File: config.mk
export PLATFORM = sky130hd
export DESIGN_NAME = bus_cycle_controller_flat
export DESIGN_NICKNAME = d
export VERILOG_FILES = /design/src/rtl/bus_cycle_pkg.sv /design/src/rtl/bus_cycle_if.sv /design/src/rtl/bus_sync.sv /design/src/rtl/bus_cycle_controller.sv /design/src/flat_wrapper.sv
export SDC_FILE = /design/constraint.sdc
export NUM_CORES = 1
export LEC_CHECK = 0
export ABC_CLOCK_PERIOD_IN_PS = 4100
export CAP_MARGIN = 20
export CORE_ASPECT_RATIO = 1.5
export CORE_MARGIN = 5
export CORE_UTILIZATION = 50
export CTS_CLUSTER_DIAMETER = 30
export DETAILED_ROUTE_END_ITERATION = 8
export PLACE_DENSITY = 0.86
export SETUP_SLACK_MARGIN = 0.2
export SKIP_CTS_REPAIR_TIMING = 1
export SLEW_MARGIN = 0
export SYNTH_ARGS = -nofsm -noshare
export SYNTH_HDL_FRONTEND = slang
export SYNTH_SLANG_ARGS = --single-unit
export TNS_END_PERCENT = 50
File: constraint.sdc
create_clock -name MCLK_IN -period 4.1 [get_ports MCLK_IN]
set_input_delay 0.82 -clock MCLK_IN [delete_from_list [all_inputs] [get_ports MCLK_IN]]
set_output_delay 0.82 -clock MCLK_IN [all_outputs]
set_load 0.005 [all_outputs]
File: src/rtl/bus_cycle_pkg.sv
// Shared types and constants for the 68000 bus-cycle controller.
// The HOLD state exists only when BUS_STEP_EN is defined.
package bus_cycle_pkg;

  typedef enum logic [2:0] {
    S_IDLE,
    S_DECODE,
    S_WAIT,
    S_ACK,
    S_ERROR
`ifdef BUS_STEP_EN
    , S_HOLD
`endif
  } state_t;

  localparam logic [2:0] FC_IACK    = 3'b111;
  localparam int         WAIT_W_DEF = 4;
  localparam int         ERR_CNT_W  = 8;

endpackage

File: src/rtl/bus_cycle_if.sv
// CPU-side strobes in, chip-select / termination signals out.
interface bus_cycle_if #(
  parameter int ADDR_W = 24,
  parameter int NUM_CS = 4
);
  logic                            AS_IN;
  logic                            WR_IN;
  logic                            UDS_IN;
  logic                            LDS_IN;
  logic [2:0]                      STATUS_CODE_IN;
  logic [ADDR_W-1:0]               ADDR_IN;
  logic [NUM_CS-1:0]               CS;
  logic                            OUTPUT_ENABLE;
  logic                            DATA_ACK;
  logic                            INT_AUTOVEC_ACK;
  logic                            BUS_ERROR;
  logic [bus_cycle_pkg::ERR_CNT_W-1:0] ERROR_COUNT;

  modport master (
    output AS_IN, WR_IN, UDS_IN, LDS_IN, STATUS_CODE_IN, ADDR_IN,
    input  CS, OUTPUT_ENABLE, DATA_ACK, INT_AUTOVEC_ACK, BUS_ERROR, ERROR_COUNT
  );

  modport slave (
    input  AS_IN, WR_IN, UDS_IN, LDS_IN, STATUS_CODE_IN, ADDR_IN,
    output CS, OUTPUT_ENABLE, DATA_ACK, INT_AUTOVEC_ACK, BUS_ERROR, ERROR_COUNT
  );
endinterface

File: src/rtl/bus_sync.sv
// Parametrised-width 2-flop synchronizer, async active-low reset to 0.
module bus_sync #(
  parameter int W = 1
) (
  input  logic         clk,
  input  logic         rst_n,
  input  logic [W-1:0] d,
  output logic [W-1:0] q
);
  logic [W-1:0] meta;

  always_ff @(posedge clk or negedge rst_n) begin
    if (!rst_n) begin
      meta <= '0;
      q    <= '0;
    end else begin
      meta <= d;
      q    <= meta;
    end
  end
endmodule

File: src/rtl/bus_cycle_controller.sv
// 68000 bus-cycle controller: window decode, wait states, DTACK/AVEC/BERR.
// Optional single-step HOLD state and STEP_EN_IN/STEP_IN ports under BUS_STEP_EN.
module bus_cycle_controller
  import bus_cycle_pkg::*;
#(
  parameter int                       ADDR_W      = 24,
  parameter int                       NUM_CS      = 4,
  parameter int                       WAIT_W      = WAIT_W_DEF,
  parameter logic [NUM_CS*ADDR_W-1:0] CS_BASE     = '0,
  parameter logic [NUM_CS*ADDR_W-1:0] CS_MASK     = '0,
  parameter logic [NUM_CS*WAIT_W-1:0] CS_WAIT     = '0,
  parameter logic [NUM_CS-1:0]        CS_WRITABLE = '1,
  parameter int                       TIMEOUT     = 64
) (
  input logic        MCLK_IN,
  input logic        RESET_n_IN,
  bus_cycle_if.slave bus
`ifdef BUS_STEP_EN
  ,
  input logic        STEP_EN_IN,
  input logic        STEP_IN
`endif
);
  localparam int TO_W  = $clog2(TIMEOUT);
  localparam int CNT_W = (WAIT_W > TO_W) ? WAIT_W : TO_W;

  logic [3:0] strb_s;
  logic       as_s, wr_s, uds_s, lds_s, as_prev, as_rise;

  bus_sync #(.W(4)) u_strb_sync (
    .clk   (MCLK_IN),
    .rst_n (RESET_n_IN),
    .d     ({bus.AS_IN, bus.WR_IN, bus.UDS_IN, bus.LDS_IN}),
    .q     (strb_s)
  );
  assign {as_s, wr_s, uds_s, lds_s} = strb_s;
  assign as_rise = as_s & ~as_prev;

  state_t            state, state_n, done_st;
  logic [ADDR_W-1:0] addr_q;
  logic [2:0]        fc_q;
  logic              wr_q, mapped_q, mapped_n, iack_q, iack_n;
  logic [CNT_W-1:0]  cnt, cnt_n;
  logic [NUM_CS-1:0] sel_q, sel_n;

  logic [NUM_CS-1:0]    cs_q, cs_d;
  logic                 oe_q, oe_d, dtack_q, dtack_d, avec_q, avec_d, berr_q, berr_d;
  logic [ERR_CNT_W-1:0] err_cnt;

`ifdef BUS_STEP_EN
  logic [1:0] step_s;
  logic       step_prev, step_rise;

  bus_sync #(.W(2)) u_step_sync (
    .clk   (MCLK_IN),
    .rst_n (RESET_n_IN),
    .d     ({STEP_EN_IN, STEP_IN}),
    .q     (step_s)
  );
  assign step_rise = step_s[0] & ~step_prev;
  assign done_st   = step_s[1] ? S_HOLD : S_ACK;

  always_ff @(posedge MCLK_IN or negedge RESET_n_IN) begin
    if (!RESET_n_IN) step_prev <= 1'b0;
    else             step_prev <= step_s[0];
  end
`else
  assign done_st = S_ACK;
`endif

  // Lowest-index matching window wins.
  logic [NUM_CS-1:0] hit_oh;
  logic              hit, hit_wr;
  logic [WAIT_W-1:0] hit_wait;

  always_comb begin
    hit_oh   = '0;
    hit      = 1'b0;
    hit_wr   = 1'b0;
    hit_wait = '0;
    for (int i = 0; i < NUM_CS; i++) begin
      if (!hit && ((addr_q & CS_MASK[i*ADDR_W +: ADDR_W]) ==
                   (CS_BASE[i*ADDR_W +: ADDR_W] & CS_MASK[i*ADDR_W +: ADDR_W]))) begin
        hit       = 1'b1;
        hit_oh[i] = 1'b1;
        hit_wr    = CS_WRITABLE[i];
        hit_wait  = CS_WAIT[i*WAIT_W +: WAIT_W];
      end
    end
  end

  always_comb begin
    state_n  = state;
    cnt_n    = cnt;
    sel_n    = sel_q;
    mapped_n = mapped_q;
    iack_n   = iack_q;
    case (state)
      S_IDLE: begin
        sel_n = '0;
        if (as_rise) state_n = S_DECODE;
      end
      S_DECODE: begin
        iack_n   = (fc_q == FC_IACK);
        mapped_n = hit;
        sel_n    = '0;
        if (!as_s) begin
          state_n = S_IDLE;
        end else if (fc_q == FC_IACK) begin
          state_n = done_st;
        end else if (hit) begin
          if (wr_q && !hit_wr) begin
            state_n = S_ERROR;
          end else begin
            sel_n = hit_oh;
            if (hit_wait == '0) begin
              state_n = done_st;
            end else begin
              state_n = S_WAIT;
              cnt_n   = CNT_W'(hit_wait);
            end
          end
        end else begin
          state_n = S_WAIT;
          cnt_n   = CNT_W'(TIMEOUT - 1);
        end
      end
      S_WAIT: begin
        if (!as_s)                    state_n = S_IDLE;
        else if (cnt == CNT_W'(1))    state_n = mapped_q ? done_st : S_ERROR;
        else                          cnt_n   = cnt - 1'b1;
      end
      S_ACK, S_ERROR: begin
        if (!as_s) state_n = S_IDLE;
      end
`ifdef BUS_STEP_EN
      S_HOLD: begin
        if (!as_s)          state_n = S_IDLE;
        else if (step_rise) state_n = S_ACK;
      end
`endif
      default: state_n = S_IDLE;
    endcase

    // Outputs are registered from the next state so they line up with it.
    cs_d = '0;
    if (state_n == S_WAIT || state_n == S_ACK
`ifdef BUS_STEP_EN
        || state_n == S_HOLD
`endif
       ) cs_d = sel_n;
    oe_d    = (|cs_d) & ~wr_s & (uds_s | lds_s);
    dtack_d = (state_n == S_ACK) & ~iack_n;
    avec_d  = (state_n == S_ACK) &  iack_n;
    berr_d  = (state_n == S_ERROR);
  end

  always_ff @(posedge MCLK_IN or negedge RESET_n_IN) begin
    if (!RESET_n_IN) begin
      state    <= S_IDLE;
      as_prev  <= 1'b0;
      addr_q   <= '0;
      fc_q     <= '0;
      wr_q     <= 1'b0;
      cnt      <= '0;
      sel_q    <= '0;
      mapped_q <= 1'b0;
      iack_q   <= 1'b0;
      cs_q     <= '0;
      oe_q     <= 1'b0;
      dtack_q  <= 1'b0;
      avec_q   <= 1'b0;
      berr_q   <= 1'b0;
      err_cnt  <= '0;
    end else begin
      state    <= state_n;
      as_prev  <= as_s;
      cnt      <= cnt_n;
      sel_q    <= sel_n;
      mapped_q <= mapped_n;
      iack_q   <= iack_n;
      // Address/FC are stable by the time synced AS rises, so no sync needed.
      if (state == S_IDLE && as_rise) begin
        addr_q <= bus.ADDR_IN;
        fc_q   <= bus.STATUS_CODE_IN;
        wr_q   <= wr_s;
      end
      cs_q    <= cs_d;
      oe_q    <= oe_d;
      dtack_q <= dtack_d;
      avec_q  <= avec_d;
      berr_q  <= berr_d;
      if (state_n == S_ERROR && state != S_ERROR && err_cnt != '1)
        err_cnt <= err_cnt + 1'b1;
    end
  end

  assign bus.CS              = cs_q;
  assign bus.OUTPUT_ENABLE   = oe_q;
  assign bus.DATA_ACK        = dtack_q;
  assign bus.INT_AUTOVEC_ACK = avec_q;
  assign bus.BUS_ERROR       = berr_q;
  assign bus.ERROR_COUNT     = err_cnt;
endmodule

File: src/flat_wrapper.sv
// flat-port wrapper written by rule: the top's interface ports become plain ports
module bus_cycle_controller_flat import bus_cycle_pkg::*;
#(
  parameter int                       ADDR_W      = 24,
  parameter int                       NUM_CS      = 4,
  parameter int                       WAIT_W      = WAIT_W_DEF,
  parameter logic [NUM_CS*ADDR_W-1:0] CS_BASE     = '0,
  parameter logic [NUM_CS*ADDR_W-1:0] CS_MASK     = '0,
  parameter logic [NUM_CS*WAIT_W-1:0] CS_WAIT     = '0,
  parameter logic [NUM_CS-1:0]        CS_WRITABLE = '1,
  parameter int                       TIMEOUT     = 64
)
  (MCLK_IN, RESET_n_IN, bus_AS_IN, bus_WR_IN, bus_UDS_IN, bus_LDS_IN, bus_STATUS_CODE_IN, bus_ADDR_IN, bus_CS, bus_OUTPUT_ENABLE, bus_DATA_ACK, bus_INT_AUTOVEC_ACK, bus_BUS_ERROR, bus_ERROR_COUNT);
  bus_cycle_if #(.ADDR_W(ADDR_W), .NUM_CS(NUM_CS)) bus_i ();
  input logic MCLK_IN;
  input logic RESET_n_IN;
  input wire logic [$bits(bus_i.AS_IN)-1:0] bus_AS_IN;
  input wire logic [$bits(bus_i.WR_IN)-1:0] bus_WR_IN;
  input wire logic [$bits(bus_i.UDS_IN)-1:0] bus_UDS_IN;
  input wire logic [$bits(bus_i.LDS_IN)-1:0] bus_LDS_IN;
  input wire logic [$bits(bus_i.STATUS_CODE_IN)-1:0] bus_STATUS_CODE_IN;
  input wire logic [$bits(bus_i.ADDR_IN)-1:0] bus_ADDR_IN;
  output wire logic [$bits(bus_i.CS)-1:0] bus_CS;
  output wire logic [$bits(bus_i.OUTPUT_ENABLE)-1:0] bus_OUTPUT_ENABLE;
  output wire logic [$bits(bus_i.DATA_ACK)-1:0] bus_DATA_ACK;
  output wire logic [$bits(bus_i.INT_AUTOVEC_ACK)-1:0] bus_INT_AUTOVEC_ACK;
  output wire logic [$bits(bus_i.BUS_ERROR)-1:0] bus_BUS_ERROR;
  output wire logic [$bits(bus_i.ERROR_COUNT)-1:0] bus_ERROR_COUNT;
  assign bus_i.AS_IN = bus_AS_IN;
  assign bus_i.WR_IN = bus_WR_IN;
  assign bus_i.UDS_IN = bus_UDS_IN;
  assign bus_i.LDS_IN = bus_LDS_IN;
  assign bus_i.STATUS_CODE_IN = bus_STATUS_CODE_IN;
  assign bus_i.ADDR_IN = bus_ADDR_IN;
  assign bus_CS = bus_i.CS;
  assign bus_OUTPUT_ENABLE = bus_i.OUTPUT_ENABLE;
  assign bus_DATA_ACK = bus_i.DATA_ACK;
  assign bus_INT_AUTOVEC_ACK = bus_i.INT_AUTOVEC_ACK;
  assign bus_BUS_ERROR = bus_i.BUS_ERROR;
  assign bus_ERROR_COUNT = bus_i.ERROR_COUNT;
  bus_cycle_controller #(.ADDR_W(ADDR_W), .NUM_CS(NUM_CS), .WAIT_W(WAIT_W), .CS_BASE(CS_BASE), .CS_MASK(CS_MASK), .CS_WAIT(CS_WAIT), .CS_WRITABLE(CS_WRITABLE), .TIMEOUT(TIMEOUT)) u_core (.MCLK_IN(MCLK_IN), .RESET_n_IN(RESET_n_IN), .bus(bus_i));
endmodule
==> Implementation_results.wiki, run 1 <==
{| class="wikitable"
! Metric !! Value
|-
| Cell area reported after detailed placement || roughly 2000 sq um
|-
| Sequential share of power || 0.531
|-
| Library cell used as clock root buffer || clkbuf_8
|-
| Internal || around 0.00072 W
|-
| Final Setup Violations || 0
|-
| Worst Max-Slew Pin Slew || roughly 0.9 ns
|-
| Warnings from Yosys || 0
|-
| Number of maximum-capacitance constraint violations || 0
|-
| Share of the synthesized area in the top cell type || 0.6227
|-
| Total grt overflow || 0
|-
| Tcrit/Tclk final || 0.5359
|-
| Post-synthesis instance area || 1728 sq um
|-
| Pin count of the biggest net entering global routing || 44
|-
| Number of fill cells in the layout || 280
|-
| Wire length of the first global-routing pass || 5.106 mm
|-
| Highest routed layer || met4
|-
| Clock Latency Late Sink || approximately 0.30 ns
|-
| P_sw || 0.0002592 W
|-
| Multi-input gate area in the final layout || 625.6 sq um
|-
| Cell Chain, Critical Path || inv_1 -> ha_1 -> or4b_4 -> or3_4 -> a21o_1 -> mux2_4
|-
| WL met2 || 1.586 mm
|-
| Worst relative slew slack || 0.3857
|-
| Critical path capture point type || register
|-
| Post-synthesis to final-layout area growth || 22.74%
|-
| Combinational share of power || 0.142
|-
| Most used DFF post-synth || dfrtp_1
|-
| Placed instance count || around 200
|-
| Gate Count Post-Synth || 140
|-
| Antenna cells || 0
|-
| Minimum setup slack among reg-to-reg paths || 1.90 ns
|-
| Avg WL per Cell || approximately 14 um
|-
| Detailed Routing Iterations Pass 1 || 4
|-
| Register Area || 1076 sq um
|-
| DRT iter0 DRCs || 22
|-
| Power density relative to cell area || 463.0 nW/um^2
|-
| Post-route ant nets || 0
|-
| Count of vias placed by the detailed router || around 1.1k
|-
| TritonCTS Buffers || 5
|-
| Final WL || between 2 and 3 mm
|-
| Met1 wire length || between 1 and 1.5 mm
|-
| Share of async-settable or async-resettable flops after synthesis || 1.000
|-
| Hold Violations, Final || 0
|-
| Max incr delay on CP || about 0.50 ns
|-
| IO Pins || 49
|-
| Library cell with the highest instance count after synthesis || dfrtp_1
|-
| Synth Area per Inst || ~12 sq um
|-
| Post-route insts no fill || 212
|-
| Overall die width || around 58 um
|-
| Vias per cell || between 5 and 6
|-
| Nets || 205
|-
| Most area-consuming cells after synthesis || dfrtp_1 62%, xnor2_1 3.5%, a21oi_1 2.6%, and2_1 2.2%, ha_1 2.2%
|-
| Share of post-route cells with drive strength above 1 || 0.1118
|-
| Metal3 WL || ~190 um
|-
| Number of global-route vias before repair || 1159
|-
| Achievable Freq || about 460 MHz
|-
| Placement Rows || 26
|-
| Max Transition Viols Final || 0
|-
| Core area || approximately 3400 sq um
|-
| Height of the die || 82.00 um
|-
| Highest ir drop seen on vdd || around 0.34 mV
|-
| Crit path DAT || 2.38 ns
|-
| Sw Share || 0.2639
|-
| GP Congestion || approximately 0.8
|-
| Unique cell type count in the Yosys netlist || 35
|-
| CP max stage cell || or4b_4
|-
| Critical Path Source Type || register
|-
| Post-synthesis sequential area ratio || 0.6227
|-
| Minimum clock period || between 2 and 2.5 ns
|-
| Synthesized net count || ~180
|-
| Largest driver fanout on the critical path || 4
|-
| RSZ-0062 raised after global routing || no
|-
| Post-synth EDFFs || 0
|-
| Hpwl dp || around 2.2 mm
|-
| DRC errors left || 0
|-
| Data required time at the worst endpoint || about 4.3 ns
|-
| Number of antenna violations at the first check in global routing || 0
|-
| Initial Utilization || 0.5107
|-
| Commonest cells post-synth || 43 x dfrtp_1, 9 x a21oi_1, 9 x nor2_1
|-
| Clock skew after layout || around 0.0067 ns
|-
| Global-route total usage across every layer || 0.1445
|-
| Min-delay worst type || register to register
|-
| Number of clock sinks || 43
|-
| Register bit total from synthesis || between 40 and 50
|-
| Biggest area consumer among synthesized cells || dfrtp_1
|-
| DIE AREA || roughly 4800 sq um
|-
| Clock H-tree levels || 2
|-
| Worst Setup Path Type || register to register
|-
| Deepest clock path buffer count || 2
|-
| Post-route cell area || around 2100 sq um
|-
| Number of buffer cells added on primary ports || 24
|-
| TritonCTS clock tree || yes
|-
| Cell leakage power || between 0.9 and 1 nW
|-
| Setup TNS || 0 ns
|-
| Worst-path clk slew || 0.08 ns
|-
| Relative contribution of the clock network to total power || 0.327
|-
| Outcome || finished clean
|}
-- metal layers --
metal  vias up  track usage
met3         8      0.03774
met1       552       0.1579
met5         -            0
li1        541            -
met4         0      0.07425
met2        37       0.2545
-- path summary, 6_finish.rpt --
kind | cells past startpoint | start | end
setup reg to reg | 6 | u_core.cnt[1]$_DFFE_PN0P_ | u_core.bus.ERROR_COUNT[1]$_DFFE_PN0P_
max in group asynchronous | 1 | RESET_n_IN | u_core.cnt[1]$_DFFE_PN0P_
hold reg to reg | 0 | u_core.u_strb_sync.meta[2]$_DFF_PN0_ | u_core.u_strb_sync.q[2]$_DFF_PN0_
min in group asynchronous | 1 | RESET_n_IN | u_core.bus.ERROR_COUNT[4]$_DFFE_PN0P_
setup / recovery | 6 | u_core.cnt[1]$_DFFE_PN0P_ | u_core.bus.ERROR_COUNT[1]$_DFFE_PN0P_
hold / removal | 0 | u_core.u_strb_sync.meta[2]$_DFF_PN0_ | u_core.u_strb_sync.q[2]$_DFF_PN0_
-- metrics by stage --
step / total power, W / hold slack (ns) / utilization / setup slack (ns)
2_1_floorplan: 0.0006181 / 0.3312 / - / 2.015
3_3_place_gp: 0.0006564 / 0.3332 / 0.5936 / 1.948
3_5_place_dp: 0.0006693 / 0.3395 / 0.5936 / 1.923
4_1_cts: 0.0009933 / 0.3582 / 0.6268 / 1.906
5_1_grt: 0.001037 / 0.3630 / 0.6268 / 1.822
6_report: 0.0009819 / 0.3617 / 0.6268 / 1.903
-- worst max-delay path: cells and delay by family (launching register included) --
| kind | cells | cell delay (ns) |
|---|---|---|
| flip-flops | 1 | 0.40 |
| adder cells (fa/ha/maj) | 1 | 0.21 |
| multiplexers | 1 | 0.30 |
| buffers and inverters | 1 | 0.08 |
| AND/OR/NAND/NOR | 2 | 0.90 |
| AO/OA/AOI/OAI | 1 | 0.20 |
-- layout by cell type (no fill, tap or decap), types with 3 or more instances in the layout --
cell             instances
dfrtp_1                 43
clkdlybuf4s50_1         23
nor2_1                   9
a21oi_1                  9
xnor2_1                  7
and2_1                   6
inv_1                    5
nand2_1                  5
nor3_1                   5
nand3_1                  5
clkbuf_8                 5
nand2b_1                 4
nor2b_1                  3
nor4_1                   3
and3_1                   3
mux2_2                   3
ha_1                     3
-- flip-flops by register name (all words and copies together) (netlist names) --
signal / count
u_core.mapped_q: 1
u_core.bus.BUS_ERROR: 1
u_core.u_strb_sync.q: 4
u_core.state: 3
u_core.bus.ERROR_COUNT: 8
u_core.fc_q: 3
u_core.u_strb_sync.meta: 4
u_core.iack_q: 1
u_core.sel_q: 4
u_core.bus.INT_AUTOVEC_ACK: 1
u_core.cnt: 6
u_core.bus.CS: 4
u_core.bus.DATA_ACK: 1
u_core.bus.OUTPUT_ENABLE: 1
u_core.as_prev: 1
-- final cells by class --
type,instances,area share
Inverter,5,0.008850
Multi-Input combinational cell,90,0.2950
Clock buffer,5,0.03245
Sequential cell,43,0.5074
Tap cell,42,0.02478
Clock inverter,3,0.02065
Timing Repair Buffer,24,0.1109
-- kinds of logic after synthesis --
family          share of synthesized area
xor+xnor                          0.04562
mux                               0.03982
buf+inv                           0.01521
fa+ha+maj                         0.02173
simple gates                       0.2071
compound gates                    0.04779
flops                              0.6227
-- power by group through the flow --
stage / logic [W] / clock network [W] / registers (W)
finish: 0.000140 / 0.000321 / 0.000521
floorplan: 0.000105 / 0 / 0.000514
global route: 0.000164 / 0.000344 / 0.000528
global placement: 0.000132 / 0 / 0.000524
detailed placement: 0.000141 / 0 / 0.000529
CTS: 0.000142 / 0.000330 / 0.000521
No activity file was read; power rests on OpenSTA's default activity.
==> run 2: changes to the inputs <==
--- a/config.mk
+++ b/config.mk
@@ -5,14 +5,14 @@
 export SDC_FILE = /design/constraint.sdc
 export NUM_CORES = 1
 export LEC_CHECK = 0
-export ABC_CLOCK_PERIOD_IN_PS = 4100
+export ABC_CLOCK_PERIOD_IN_PS = 2200
 export CAP_MARGIN = 20
 export CORE_ASPECT_RATIO = 1.5
 export CORE_MARGIN = 5
-export CORE_UTILIZATION = 50
+export CORE_UTILIZATION = 47
 export CTS_CLUSTER_DIAMETER = 30
 export DETAILED_ROUTE_END_ITERATION = 8
-export PLACE_DENSITY = 0.86
+export PLACE_DENSITY = 0.82
 export SETUP_SLACK_MARGIN = 0.2
 export SKIP_CTS_REPAIR_TIMING = 1
 export SLEW_MARGIN = 0
==> constraint.sdc (replaced) <==
create_clock -name MCLK_IN -period 2.2 [get_ports MCLK_IN]
set_input_delay 0.44 -clock MCLK_IN [delete_from_list [all_inputs] [get_ports MCLK_IN]]
set_output_delay 0.44 -clock MCLK_IN [all_outputs]
set_load 0.005 [all_outputs]
==> Implementation_results.wiki, run 2 (synthesis results as in run 1) <==
{| class="wikitable"
! Metric !! Value
|-
| Outcome || finished clean
|-
| Critical path capture point type || register
|-
| Largest driver fanout on the critical path || 3 (-1)
|-
| Number of maximum-capacitance constraint violations || 0 (unchanged)
|-
| Achievable Freq || 478.5 MHz (+5.1%)
|-
| Setup TNS || 0 ns (unchanged)
|-
| Number of clock sinks || 43 (unchanged)
|-
| Initial Utilization || 0.4780 (-0.03270)
|-
| Tcrit/Tclk final || 0.9499 (+0.4140)
|-
| Post-route insts no fill || 218 (+2.8%)
|-
| Clock Latency Late Sink || 0.29 ns (about the same)
|-
| Worst-path clk slew || 0.07 ns (about the same)
|-
| Core area || 3615 sq um (+6.8%)
|-
| Max Transition Viols Final || 0 (unchanged)
|-
| Endpoint of the lowest-slack register-to-register path || u_core.bus.ERROR_COUNT[1]$_DFFE_PN0P_
|-
| Vias per cell || 5.427 (+1.1%)
|-
| DRT iter0 DRCs || 31 (+41%)
|-
| Cell leakage power || 0.9865 nW (+1.9%)
|-
| Highest ir drop seen on vdd || 0.5725 mV (+69%)
|-
| Antenna cells || 0 (unchanged)
|-
| Total grt overflow || 0 (unchanged)
|-
| End point of the critical path || u_core.bus.ERROR_COUNT[1]$_DFFE_PN0P_
|-
| Worst Setup Slack, final || 0.1103 ns (-1.793 ns)
|-
| Finished Core Util || 0.5974 (-0.02941)
|-
| GP Congestion || 0.7862 (-0.66%)
|-
| Deepest clock path buffer count || 2 (unchanged)
|-
| Number of buffer cells added on primary ports || 24 (unchanged)
|-
| Min-delay worst type || input pin to asynchronous set/reset pin
|-
| Leading cell type in the layout, fill and taps excluded || dfrtp_1
|-
| Worst hold slack across all endpoints || 0.06333 ns (-0.2984 ns)
|-
| Number of buffers and inverters on the critical path || 1 (unchanged)
|-
| Reg2Reg Launch Point || u_core.cnt[1]$_DFFE_PN0P_
|-
| Power density relative to cell area || 808.9 nW/um^2 (+75%)
|-
| Minimum clock period || 2.090 ns (-0.1074 ns)
|-
| Placement Rows || 27 (+3.8%)
|-
| Wire length of the first global-routing pass || 5.395 mm (+5.7%)
|-
| Minimum setup slack among reg-to-reg paths || 0.11 ns (-1.79 ns)
|-
| CP max stage cell || or4b_4
|-
| Worst relative slew slack || 0.5809 (+0.1952)
|-
| Avg WL per Cell || 14.46 um (+3.6%)
|-
| Number of global-route vias before repair || 1245 (+7.4%)
|-
| Clock skew after layout || 0.003821 ns (-0.002849 ns)
|-
| Max incr delay on CP || 0.45 ns (-0.05 ns)
|-
| Nets || 212 (+3.4%)
|-
| Count of vias placed by the detailed router || 1183 (+4.0%)
|-
| Worst Setup Path Type || register to register
|-
| Logic depth of the worst path, buffers included || 6 (unchanged)
|-
| Global-route total usage across every layer || 0.1418 (-0.002723)
|-
| Max FFs per register || 8 (unchanged)
|-
| Hpwl dp || 2.279 mm (+2.6%)
|-
| Share of post-route cells with drive strength above 1 || 0.1486 (+0.03681)
|-
| RSZ-0062 raised after global routing || yes
|-
| Pin count of the biggest net entering global routing || 18 (-59%)
|-
| Hold Violations, Final || 0 (unchanged)
|-
| DIE AREA || 5014 sq um (+5.4%)
|-
| Clock H-tree levels || 2 (unchanged)
|-
| TritonCTS clock tree || yes
|-
| Data required time at the worst endpoint || 2.38 ns (-1.90 ns)
|-
| Detailed Routing Iterations Pass 1 || 4 (unchanged)
|-
| Overall die width || 59.51 um (+2.6%)
|-
| Family with the most delay on the worst path || simple AND/OR/NAND/NOR gates
|-
| IO Pins || 49 (unchanged)
|-
| Origin of the worst setup path || u_core.cnt[1]$_DFFE_PN0P_
|-
| Library cell used as clock root buffer || clkbuf_8
|-
| Post-route ant nets || 0 (unchanged)
|-
| Number of fill cells in the layout || 282 (+0.71%)
|-
| Worst Max-Slew Pin Slew || 0.6228 ns (-0.2986 ns)
|-
| Final Setup Violations || 0 (unchanged)
|-
| Final WL || 3.152 mm (+6.6%)
|-
| Crit path DAT || 2.27 ns (-0.11 ns)
|-
| Number of antenna violations at the first check in global routing || 0 (unchanged)
|-
| Post-synthesis to final-layout area growth || 24.98%
|-
| DRC errors left || 0 (unchanged)
|-
| TritonCTS Buffers || 5 (unchanged)
|-
| Critical Path Source Type || register
|-
| Placed instance count || 209 (+2.5%)
|-
| Commonest cells after routing, fill and taps aside || 43 x dfrtp_1, 23 x clkdlybuf4s50_1, 9 x nor2_1, 9 x a21oi_1
|-
| Height of the die || 84.26 um (+2.8%)
|-
| Cell Chain, Critical Path || inv_2 -> ha_4 -> or4b_4 -> or3_4 -> a21o_1 -> mux2_4
|-
| Pre-CTS setup slack || 0.1040 ns (-1.819 ns)
|-
| Worst Reg2Reg Path Length in Cells || 6 (unchanged)
|}
[run 2: worst min path at each step]
stage,end,slack (ns),cells past startpoint,startpoint
after floorplan,u_core.as_prev$_DFF_PN0_,0.14,0,RESET_n_IN
after global placement,u_core.u_strb_sync.q[0]$_DFF_PN0_,0.33,0,u_core.u_strb_sync.meta[0]$_DFF_PN0_
after detailed placement,u_core.u_strb_sync.q[1]$_DFF_PN0_,0.34,0,u_core.u_strb_sync.meta[1]$_DFF_PN0_
after CTS,u_core.iack_q$_DFF_PN0_,0.07,1,RESET_n_IN
after global routing,u_core.state[2]$_DFF_PN0_,0.08,1,RESET_n_IN
final,u_core.bus.ERROR_COUNT[4]$_DFFE_PN0P_,0.06,1,RESET_n_IN
[run 2: layout make-up]
| cell class | instances | area (sq um) | share of cell area |
|---|---|---|---|
| multi-input combinational | 90 | 646.9 | 0.2995 |
| clock inverter | 1 | 7.507 | 0.003476 |
| sequential | 43 | 1076 | 0.4983 |
| timing repair buffer | 31 | 287.8 | 0.1333 |
| tap | 43 | 53.80 | 0.02491 |
| inverter | 5 | 18.77 | 0.008691 |
| clock buffer | 5 | 68.82 | 0.03187 |
[run 2: power breakdown]
group	internal [W]	switching, W
logic	0.000163	0.000150
clock network	0.000210	0.000244
registers	0.000882	0.0000966
total	0.00126	0.000491
[run 2: routing by layer]
layer	vias to the layer above	share of wire	routed length, um	GRT usage
li1	552	-	-	-
met4	0	0.023	72	0.07460
met5	-	0	0	0
met1	597	0.39	1229	0.1599
met3	9	0.053	168	0.04154
met2	25	0.53	1682	0.2348
[run 2: through the flow]
step	area, sq um	power, W
after floorplan	1728	0.001152
after global placement	2039	0.001238
after detailed placement	2039	0.001263
after CTS	2116	0.001715
after global routing	2160	0.001860
final	2160	0.001747
